File: src/rtl/cpu_pkg.sv
// Shared fetch-stage constants and types.
package cpu_pkg;

   localparam int unsigned PC_W    = 4;
   localparam int unsigned DEPTH   = 16;
   localparam int unsigned WORD_W  = 16;
   localparam int unsigned CNT_W   = 8;
   localparam int unsigned SKIP_W  = 5;
   localparam int unsigned OP_HI   = 15;
   localparam int unsigned OP_LO   = 12;
   localparam logic [3:0]  HALT_OP = 4'b1111;

   typedef enum logic [1:0] {
      RUN  = 2'd0,
      HOLD = 2'd1,
      STOP = 2'd2
   } fetch_state_t;

endpackage

File: src/rtl/imem_word_mux.sv
// Combinational selection of one program word by address; shared with the debug read port.
module imem_word_mux #(
   parameter int unsigned WORD_W = 16,
   parameter int unsigned DEPTH  = 16,
   parameter int unsigned SEL_W  = 4
) (
   input  logic [DEPTH*WORD_W-1:0] words_i,
   input  logic [SEL_W-1:0]        sel_i,
   output logic [WORD_W-1:0]       word_c
);

   logic [WORD_W-1:0] word_arr [DEPTH];

   // Unpack the flat ROM bus, word k at bits [WORD_W*k +: WORD_W].
   for (genvar k = 0; k < int'(DEPTH); k++) begin : g_unpack
      assign word_arr[k] = words_i[k*WORD_W +: WORD_W];
   end

   assign word_c = word_arr[sel_i];

endmodule

File: src/rtl/imem_fetch.sv
// Instruction fetch stage: PC, fetch FSM, registered valid/ready output, issue counter.
// Optional feature macro: IMEM_FETCH_SKIP_NOP_EN (skip all-zero words, stop after 16 in a row).
module imem_fetch #(
   parameter int unsigned DEPTH   = cpu_pkg::DEPTH,
   parameter int unsigned PC_W    = cpu_pkg::PC_W,
   parameter logic [3:0]  HALT_OP = cpu_pkg::HALT_OP
) (
   input  logic                               clk,
   input  logic                               rst_n,
   input  logic [DEPTH*cpu_pkg::WORD_W-1:0]   prgm_words,
   input  logic                               out_ready,
   input  logic                               redir_valid,
   input  logic [PC_W-1:0]                    redir_pc,
   output logic                               out_valid,
   output logic [cpu_pkg::WORD_W-1:0]         instr,
   output logic [PC_W-1:0]                    instr_pc,
   output logic                               halted,
   output logic [cpu_pkg::CNT_W-1:0]          issue_cnt
);

   import cpu_pkg::*;

   fetch_state_t      state_q, state_d;
   logic [PC_W-1:0]   pc_q, pc_d;
   logic              out_valid_q, out_valid_d;
   logic [WORD_W-1:0] instr_q, instr_d;
   logic [PC_W-1:0]   instr_pc_q, instr_pc_d;
   logic              halted_q, halted_d;
   logic [CNT_W-1:0]  issue_cnt_q, issue_cnt_d;
`ifdef IMEM_FETCH_SKIP_NOP_EN
   localparam logic [SKIP_W-1:0] SKIP_LIMIT = SKIP_W'(DEPTH);
   logic [SKIP_W-1:0] skip_q, skip_d;
`endif

   logic [WORD_W-1:0] word_c;
   logic              accept_c;
   logic              halt_held_c;
   logic              load_slot_c;

   imem_word_mux #(
      .WORD_W (WORD_W),
      .DEPTH  (DEPTH),
      .SEL_W  (PC_W)
   ) u_word_mux (
      .words_i (prgm_words),
      .sel_i   (pc_q),
      .word_c  (word_c)
   );

   assign accept_c    = out_valid_q && out_ready;
   assign halt_held_c = (instr_q[OP_HI:OP_LO] == HALT_OP);
   assign load_slot_c = (state_q == RUN) && (!out_valid_q || out_ready) && !redir_valid;

   // Next-state: acceptance first, then halt-stop, redirect, or a fetch slot.
   always_comb begin
      state_d     = state_q;
      pc_d        = pc_q;
      out_valid_d = out_valid_q;
      instr_d     = instr_q;
      instr_pc_d  = instr_pc_q;
      halted_d    = halted_q;
      issue_cnt_d = issue_cnt_q;
`ifdef IMEM_FETCH_SKIP_NOP_EN
      skip_d      = skip_q;
`endif

      if (accept_c) begin
         out_valid_d = 1'b0;
         if (issue_cnt_q != '1) begin
            issue_cnt_d = issue_cnt_q + CNT_W'(1);
         end
      end

      if (accept_c && halt_held_c) begin
         // Accepted halt is terminal; a same-cycle redirect loses.
         state_d  = STOP;
         halted_d = 1'b1;
      end else if (redir_valid && (state_q != STOP)) begin
         state_d     = RUN;
         pc_d        = redir_pc;
         out_valid_d = 1'b0;
`ifdef IMEM_FETCH_SKIP_NOP_EN
         skip_d      = '0;
`endif
      end else if (load_slot_c) begin
`ifdef IMEM_FETCH_SKIP_NOP_EN
         if (word_c == '0) begin
            // Zero word: advance PC without touching the output register.
            pc_d   = pc_q + PC_W'(1);
            skip_d = skip_q + SKIP_W'(1);
            if (skip_d == SKIP_LIMIT) begin
               state_d  = STOP;
               halted_d = 1'b1;
            end
         end else begin
            skip_d      = '0;
`else
         begin
`endif
            instr_d     = word_c;
            instr_pc_d  = pc_q;
            out_valid_d = 1'b1;
            pc_d        = pc_q + PC_W'(1);
            if (word_c[OP_HI:OP_LO] == HALT_OP) begin
               state_d = HOLD;
            end
         end
      end
   end

   // State and output registers.
   always_ff @(posedge clk or negedge rst_n) begin
      if (!rst_n) begin
         state_q     <= RUN;
         pc_q        <= '0;
         out_valid_q <= 1'b0;
         instr_q     <= '0;
         instr_pc_q  <= '0;
         halted_q    <= 1'b0;
         issue_cnt_q <= '0;
`ifdef IMEM_FETCH_SKIP_NOP_EN
         skip_q      <= '0;
`endif
      end else begin
         state_q     <= state_d;
         pc_q        <= pc_d;
         out_valid_q <= out_valid_d;
         instr_q     <= instr_d;
         instr_pc_q  <= instr_pc_d;
         halted_q    <= halted_d;
         issue_cnt_q <= issue_cnt_d;
`ifdef IMEM_FETCH_SKIP_NOP_EN
         skip_q      <= skip_d;
`endif
      end
   end

   assign out_valid = out_valid_q;
   assign instr     = instr_q;
   assign instr_pc  = instr_pc_q;
   assign halted    = halted_q;
   assign issue_cnt = issue_cnt_q;

endmodule

File: config.mk
export PLATFORM = sky130hd
export DESIGN_NAME = imem_fetch
export DESIGN_NICKNAME = d
export VERILOG_FILES = /design/src/rtl/cpu_pkg.sv /design/src/rtl/imem_word_mux.sv /design/src/rtl/imem_fetch.sv
export SDC_FILE = /design/constraint.sdc
export NUM_CORES = 1
export LEC_CHECK = 0
export ABC_AREA = 1
export CAP_MARGIN = 20
export CELL_PAD_IN_SITES_DETAIL_PLACEMENT = 1
export CELL_PAD_IN_SITES_GLOBAL_PLACEMENT = 2
export CORE_ASPECT_RATIO = 1.75
export CORE_MARGIN = 2
export CORE_UTILIZATION = 17
export CTS_BUF_LIST = sky130_fd_sc_hd__clkbuf_4 sky130_fd_sc_hd__clkbuf_8
export DETAILED_ROUTE_END_ITERATION = 8
export GPL_ROUTABILITY_DRIVEN = 0
export PLACE_DENSITY = 0.86
export REMOVE_ABC_BUFFERS = 1
export SYNTH_ARGS = -nofsm -noshare
export SYNTH_HDL_FRONTEND = slang
export SYNTH_HIERARCHICAL = 1
export SYNTH_SLANG_ARGS = --single-unit
File: constraint.sdc
create_clock -name clk -period 1.7 [get_ports clk]
set_input_delay 0.17 -clock clk [delete_from_list [all_inputs] [get_ports clk]]
set_output_delay 0.17 -clock clk [all_outputs]
set_load 0.005 [all_outputs]
==> metrics.txt <==
status complete, but fails checks; failing checks setup timing; via-per-instance ratio 4.172; proportion of layout cells with a drive suffix above 1 0.08699; Routed Antenna Nets 0; Initial DRT Pass Iterations 4; post-synthesis cell type count 28; Worst Setup Start Kind register; worst setup path end instr[4]; H-tree depth 2; Worst EP required 1890 ps; Tmin final 1708 ps; die area 31290 µm²; RSZ-0062 raised after global routing true; actual slew at the worst max-slew pin 408.7 ps; Yosys top cell area share 0.3071; hpwl dp 20480 µm; Async SR Flop Fraction 1.000; clock-pin slew on the worst setup and hold paths 90 ps; Critical Path Sink Type register; Die W 134.6 µm; Worst slew margin 0.7273; die extent in y 232.5 µm; drc violations 0; CP max-delay cell dfrtp_4; r2r endpoint instr[4]; final worst slack -8.105 ps; Final Util 0.3058; grt ovf 0; beginning of the critical path pc_q[0]; sequential area share after synthesis 0.1776; initial drt markers 270; worst-path maximum fanout 8; Clock Path Buffers 2; Post-Route WL 26370 µm; initial antenna violation count 6; largest net degree at the start of global routing 51; final hold violations 0; Final period util 1.005; Yosys reg bits 36; DP Worst Slack 33.40 ps; max-cap violation count 0; Tot Pwr 8268 µW; Mapped Area 5072 µm²; synthesis-to-finish area growth 77.18%; Worst Skew 8.494 ps; CP top delay family buffers and inverters; Fmax 0.5854 GHz; Main synth FF type dfrtp_1; WS Path Type register to register; # setup viols final 2; Buf+Inv Stages, Crit Path 5; RR Startpoint pc_q[0]; Levels on crit path 11; clk sink count 36; vias in the first global route 7493; Arr. time, crit path 1900 ps; peak supply drop 441.6 µV; crit path cell chain clkinv_8, buf_12, buf_12, clkbuf_16, nand2_1, nand3_1, nand3_1, nand3_1, nand2_1, inv_1, o21ai_2; leakage power 0.004775 µW; Slowest Stage Delay on Critical Path 570 ps; wire per inst 15.87 µm; clock latency on the worst-skew pair 300 ps; row cnt 83; Slew Limit Fails 0; Synth area leader nand2_1; first-pass GRT wire length 39060 µm; Core Area 29390 µm²; Yosys warnings 6; worst min path class input port to async pin; DR vias 6930; commonest non-fill, non-tap cells in the layout nand2_1, clkdlybuf4s50_1, inv_1; Avg Inst Size Synth 5.129 µm²; GRT Total Usage 0.1599; Synth area leaders nand2_1, nand3_1, dfrtp_1; IO Port Bufs 293; Root Driver clkbuf_8; leading cell type in the layout, fill and taps excluded nand2_1; final net count 1542; PD cells 920.0 nW/µm²; most frequent CP cell nand3_1; CTS tree yes; r2r worst-path depth 11; Initial Util 0.1726; EDFF count, synth 0; Num CTS Buffers 5; boundary pin count 294; Post-Synthesis Cells 989; r2r setup slk -8 ps
state kept, by name, summed over array words and instances, names as in the netlist:
register   cells
instr         16
pc_q           4
out_valid      1
issue_cnt      8
instr_pc       4
state_q        2
halted         1
metrics by stage:
stage               std cells  instance area (µm²)  hold slack (ps)  TNS, ps
CTS                      1647                 8627            396.5        0
global placement         1639                 8521            166.7        0
finish                   1661                 8987            385.4   -10.09
floorplan                 934                 4718           -125.6   -54660
detailed placement       1639                 8521            167.6        0
global route             1661                 8987            399.7   -968.8
worst reg2reg max path, stage by stage (launching register included):
cell and delay, ps:
dfrtp_4 570, clkinv_8 110, buf_12 130, buf_12 150
clkbuf_16 180, nand2_1 50, nand3_1 60, nand3_1 90
nand3_1 100, nand2_1 60, inv_1 60, o21ai_2 50
power by group:
group          internal (µW)  switching, µW
Combinational           2870           3240
Sequential              1180            267
Clock                    362            349
Total                   4420           3850
routing by layer:
metal  vias up  routed length [µm]  GRT usage
met3        31                1119    0.02614
li1       3508                   -          -
met2       160               15120     0.3265
met4         6                 580    0.04408
met5         -                  29          0
met1      3225                9516     0.1625
area by class of cell:
type | instances | area (µm²)
Antenna cell | 3 | 7.507
Clock buffer | 7 | 96.34
Fill cell | 3801 | 20400
Inverter | 230 | 878.3
Multi-Input combinational cell | 668 | 3057
Sequential cell | 36 | 907.1
Tap cell | 382 | 478.0
Timing Repair Buffer | 335 | 3563
cell families (layout without fill, tap and decap cells):
logic type | after synthesis | after routing | synth area share
and+or+nand+nor | 638 | 638 | 0.5316
buffers and inverters | 285 | 572 | 0.2405
DFF | 36 | 36 | 0.1776
AOI/OAI and AO/OA | 24 | 24 | 0.03848
xor gates and xnor gates | 4 | 4 | 0.006908
adders and majority gates | 2 | 2 | 0.004933
other | 0 | 3 | 0
synth_stat cells (3+ instances only):
library cell,n
nand2_2,4
dfrtp_1,36
buf_2,19
buf_6,7
o21ai_2,20
nand3_1,202
nor2_1,8
buf_4,19
clkbuf_1,8
inv_1,225
inv_2,3
nand2_1,415
how the worst min path moves through the flow:
stage | slack, ps | cells after the start | start | to
after global routing | 400 | 3 | rst_n | issue_cnt[0]
after global placement | 170 | 2 | rst_n | issue_cnt[2]
final | 390 | 3 | rst_n | issue_cnt[0]
after floorplan | -130 | 0 | rst_n | halted
after detailed placement | 170 | 2 | rst_n | issue_cnt[0]
after CTS | 400 | 3 | rst_n | instr[6]
repair_timing:
action                                 CTS  global route
resized for setup                        0            41
endpoints found under the hold margin   36             0
hold buffers                             1             0
setup endpoints to repair                0            10
setup buffers                            0             5
Power figures use the tool's default switching activity.
==> edit 1 (same settings) <==
The option `IMEM_FETCH_SKIP_NOP_EN` is turned on by a define.
--- a/src/rtl/imem_fetch.sv
+++ b/src/rtl/imem_fetch.sv
@@ -2,2 +2,4 @@
 // Optional feature macro: IMEM_FETCH_SKIP_NOP_EN (skip all-zero words, stop after 16 in a row).
+`define IMEM_FETCH_SKIP_NOP_EN
+
 module imem_fetch #(
Function: changed (a bounded check fails within 4 cycles, from zero or initial values and one cycle with rst_n low).
==> edit 1 against the original RTL <==
- the flow still finishes with violations (setup timing)
- routed wire length rose by 10%
- synthesized area rose by 4.1%
- synthesized cell count rose by 2.8%
- total power rose by 16%
- setup slack got worse by 0.63 ns
- sequential cell count rose by 5
- global-route usage rose by 0.64 points
- critical path depth rose by 5
- design area rose by 12%
- critical path type unchanged
- highest routed layer is now met4
- hold slack improved by 0.011 ns
- die area rose by 4.0%
==> edit 1: results (changes against the original RTL) <==
| Metric | Value |
|---|---|
| Adder-Cell Fraction of Synth Area | 0.711% (was 0.493%) |
| Final wirelength | 29,000 um (was 26,400 um) |
| Failing checks | setup timing (unchanged) |
| Layout cells sized above 1 | 14.3% (was 8.70%) |
| Routed WL per cell | 16.7 um (was 15.9 um) |
| GR Util met2 | 33.3% (was 32.7%) |
| Top cells by count, synth | 424 x nand2_1, 210 x inv_1, 203 x nand3_1, 41 x dfrtp_1, 23 x o21ai_0 (was 415 x nand2_1, 225 x inv_1, 202 x nand3_1, 36 x dfrtp_1, 20 x o21ai_2) |
| Met1 wire length | 10,300 um (was 9520 um) |
| Crit-path max FO | 21 (was 8) |
| Crit path DAT | 2.54 ns (was 1.90 ns) |
| P_seq | 1.66 mW (was 1.45 mW) |
| Largest net degree at the start of global routing | 44 (was 51) |
| Mapped cell area | 5280 um^2 (was 5070 um^2) |
| Compound-Gate Fraction of Synth Area | 4.27% (was 3.85%) |
| Grt met3 use | 1.99% (was 2.61%) |
| Overall global routing resource usage | 16.6% (was 16.0%) |
| Final setup margin | -0.639 ns (was -0.00811 ns) |
| Setup-failing EPs final | 29 (was 2) |
| Placed cells | 1,703 (was 1,639) |
| Status | finished with violations (unchanged) |
| Synth unique cells | 33 (was 28) |
| P_clk | 0.993 mW (was 0.711 mW) |
| Via count | 7,439 (was 6,930) |
| Syn Area/Cell | 5.19 um^2 (was 5.13 um^2) |
| Multi-input logic area | 3450 um^2 (was 3060 um^2) |
| Met2 WL post-DR | 17,000 um (was 15,100 um) |
| Vias in the first global route | 7,914 (was 7,493) |
| Fill cells | 3,906 (was 3,801) |
| Maximum VDD drop | 0.498 mV (was 0.442 mV) |
| Area of placed instances | 8950 um^2 (was 8520 um^2) |
| First-pass GRT wire length | 41,700 um (was 39,100 um) |
| Post-Synth XOR/XNOR Area | 1.33% (was 0.691%) |
| Worst Tran Pin Value | 0.610 ns (was 0.409 ns) |
==> edit 1: worst paths after layout <==
path / slack, ns / endpoint / startpoint
worst max-delay path: -0.64 / instr_pc[0] / pc_q[0]
max in group asynchronous: 0.74 / pc_q[2] / rst_n
worst max register to register: -0.64 / instr_pc[0] / pc_q[0]
worst min register to register: 0.50 / instr[6] / instr[6]
min in group clk: 0.45 / pc_q[1] / redir_pc[1]
worst min-delay path: 0.40 / pc_q[1] / rst_n
==> edit 1: what timing repair did <==
item / 4_1_cts / 5_1_grt
pin swaps: 1 / 21
hold buffers: 1 / 0
setup endpoints to repair: 29 / 34
gates cloned: 3 / 12
setup buffers: 3 / 6
gates resized for setup: 35 / 101
hold endpoints to repair: 19 / 0
==> edit 1: area by class of cell <==
type / instances / share of cell area [%]
antenna: 8 / 0.200
clock buffer: 5 / 0.686
clock inverter: 3 / 0.686
inverter: 215 / 8.19
multi-input combinational: 704 / 34.4
sequential: 41 / 10.3
tap: 391 / 4.88
timing repair buffer: 377 / 40.6
==> edit 2 (same settings) <==
Without the edit above. The 3 states of `fetch_state_t` get a one-hot encoding in 3 bits.
--- a/src/rtl/cpu_pkg.sv
+++ b/src/rtl/cpu_pkg.sv
@@ -12,6 +12,6 @@
 
-   typedef enum logic [1:0] {
-      RUN  = 2'd0,
-      HOLD = 2'd1,
-      STOP = 2'd2
+   typedef enum logic [2:0] {
+      RUN  = 3'b001,
+      HOLD = 3'b010,
+      STOP = 3'b100
    } fetch_state_t;
Check against the original RTL: no difference found for any inputs over 10 cycles, from zero or initial values and one cycle with rst_n low; not proved beyond that.
==> edit 2 against the original RTL <==
- the flow still finishes with violations (setup timing)
- synthesized area shrank 0.30%
- design area grew 1.6%
- sequential cell count grew 1
- total power shrank 19%
- combinational power shrank 23%
- hold slack gained 0.019 ns
- setup slack lost 0.098 ns
- first-iteration DRC count shrank 20%
- routed wire length grew 3.9%
- clock power shrank 5.3%
- critical endpoint is now state_q[2]
==> edit 2: results (changes against the original RTL) <==
| Metric | Value |
|---|---|
| 1st-iter DRT viols | 217 (was 270) |
| Final setup TNS | -0.417 ns (was -0.0101 ns) |
| R2R cell count | 13 (was 11) |
| Status | finished with violations (unchanged) |
| Top layer in use | met4 (was met5) |
| Seq/total area | 10.2% (was 10.1%) |
| Final setup margin | -0.107 ns (was -0.00811 ns) |
| Setup-failing EPs final | 8 (was 2) |
| Synth unique cells | 26 (was 28) |
| Failing checks | setup timing (unchanged) |
| Clock Skew | 0.0109 ns (was 0.00849 ns) |
| Largest net degree at the start of global routing | 40 (was 51) |
| Nets@finish | 1,561 (was 1,542) |
| Multi-input combinational area share | 35.3% (was 34.0%) |
| Met1 usage in global routing | 18.1% (was 16.2%) |
| Worst Setup EP | state_q[2] (was instr[4]) |
| Top cells by count, synth | 442 x nand2_1, 217 x nand3_1, 206 x inv_1, 36 x dfrtp_1, 21 x buf_4 (was 415 x nand2_1, 225 x inv_1, 202 x nand3_1, 36 x dfrtp_1, 20 x o21ai_2) |
| Maximum VDD drop | 0.335 mV (was 0.442 mV) |
| Seq cells post-synth | 37 (was 36) |
| Non-clk invs | 211 (was 230) |
| Initial antenna violation count | 3 (was 6) |
| Grt met3 use | 1.90% (was 2.61%) |
| P_sw | 3.00 mW (was 3.85 mW) |
| Signal buffers share of area | 39.4% (was 39.6%) |
| Crit-path max FO | 7 (was 8) |
| Routed WL per cell | 16.3 um (was 15.9 um) |
[edit 2: metrics by stage]
step | worst slack, ns | utilization [%] | cell area (um^2) | hold WS (ns) | cells
global placement | -0.116 | 29.1 | 8530 | 0.212 | 1652
CTS | -0.0899 | 30.1 | 8800 | 0.417 | 1667
detailed placement | -0.128 | 29.1 | 8530 | 0.224 | 1652
finish | -0.107 | 31.2 | 9130 | 0.405 | 1681
global route | -0.244 | 31.2 | 9130 | 0.446 | 1681
floorplan | -3.18 | - | 4710 | -0.126 | 938
[edit 2: critical path, cell delays in order, from the launching register on]
cell and delay (ns):
dfrtp_4 0.52, clkinv_8 0.12, buf_12 0.16, buf_6 0.11
nand2_2 0.04, nand3_1 0.07, nand3_1 0.10, nand3_1 0.10
nand2_1 0.09, inv_2 0.04, nor3_2 0.12, nand2_2 0.11
nand3_2 0.08, nand2_1 0.05
[edit 2: power groups by stage]
stage	Clock (mW)	Sequential (mW)	Combinational (mW)
5_1_grt	0.741	1.40	5.24
2_1_floorplan	0	1.55	1.77
3_3_place_gp	0	1.35	4.29
4_1_cts	0.698	1.35	4.54
6_report	0.673	1.35	4.70
3_5_place_dp	0	1.36	4.34
[edit 2: what timing repair did]
item | in CTS | in global routing
resized for setup | 22 | 56
pin swaps | 7 | 22
setup endpoints to repair | 11 | 17
cloned | 3 | 2
hold buffers | 1 | 0
buffers inserted | 4 | 11
hold endpoints to repair | 19 | 0
[edit 2: kinds of logic (layout without fill, tap and decap cells)]
logic type | Yosys count | count (layout) | synth area share [%]
other | 0 | 3 | 0
adder cells (fa/ha/maj) | 2 | 2 | 0.495
buffers and inverters | 267 | 569 | 22.6
flip-flops | 37 | 37 | 18.3
XOR/XNOR | 5 | 5 | 0.866
AND/OR/NAND/NOR | 675 | 675 | 56.6
AO/OA/AOI/OAI | 8 | 8 | 1.09
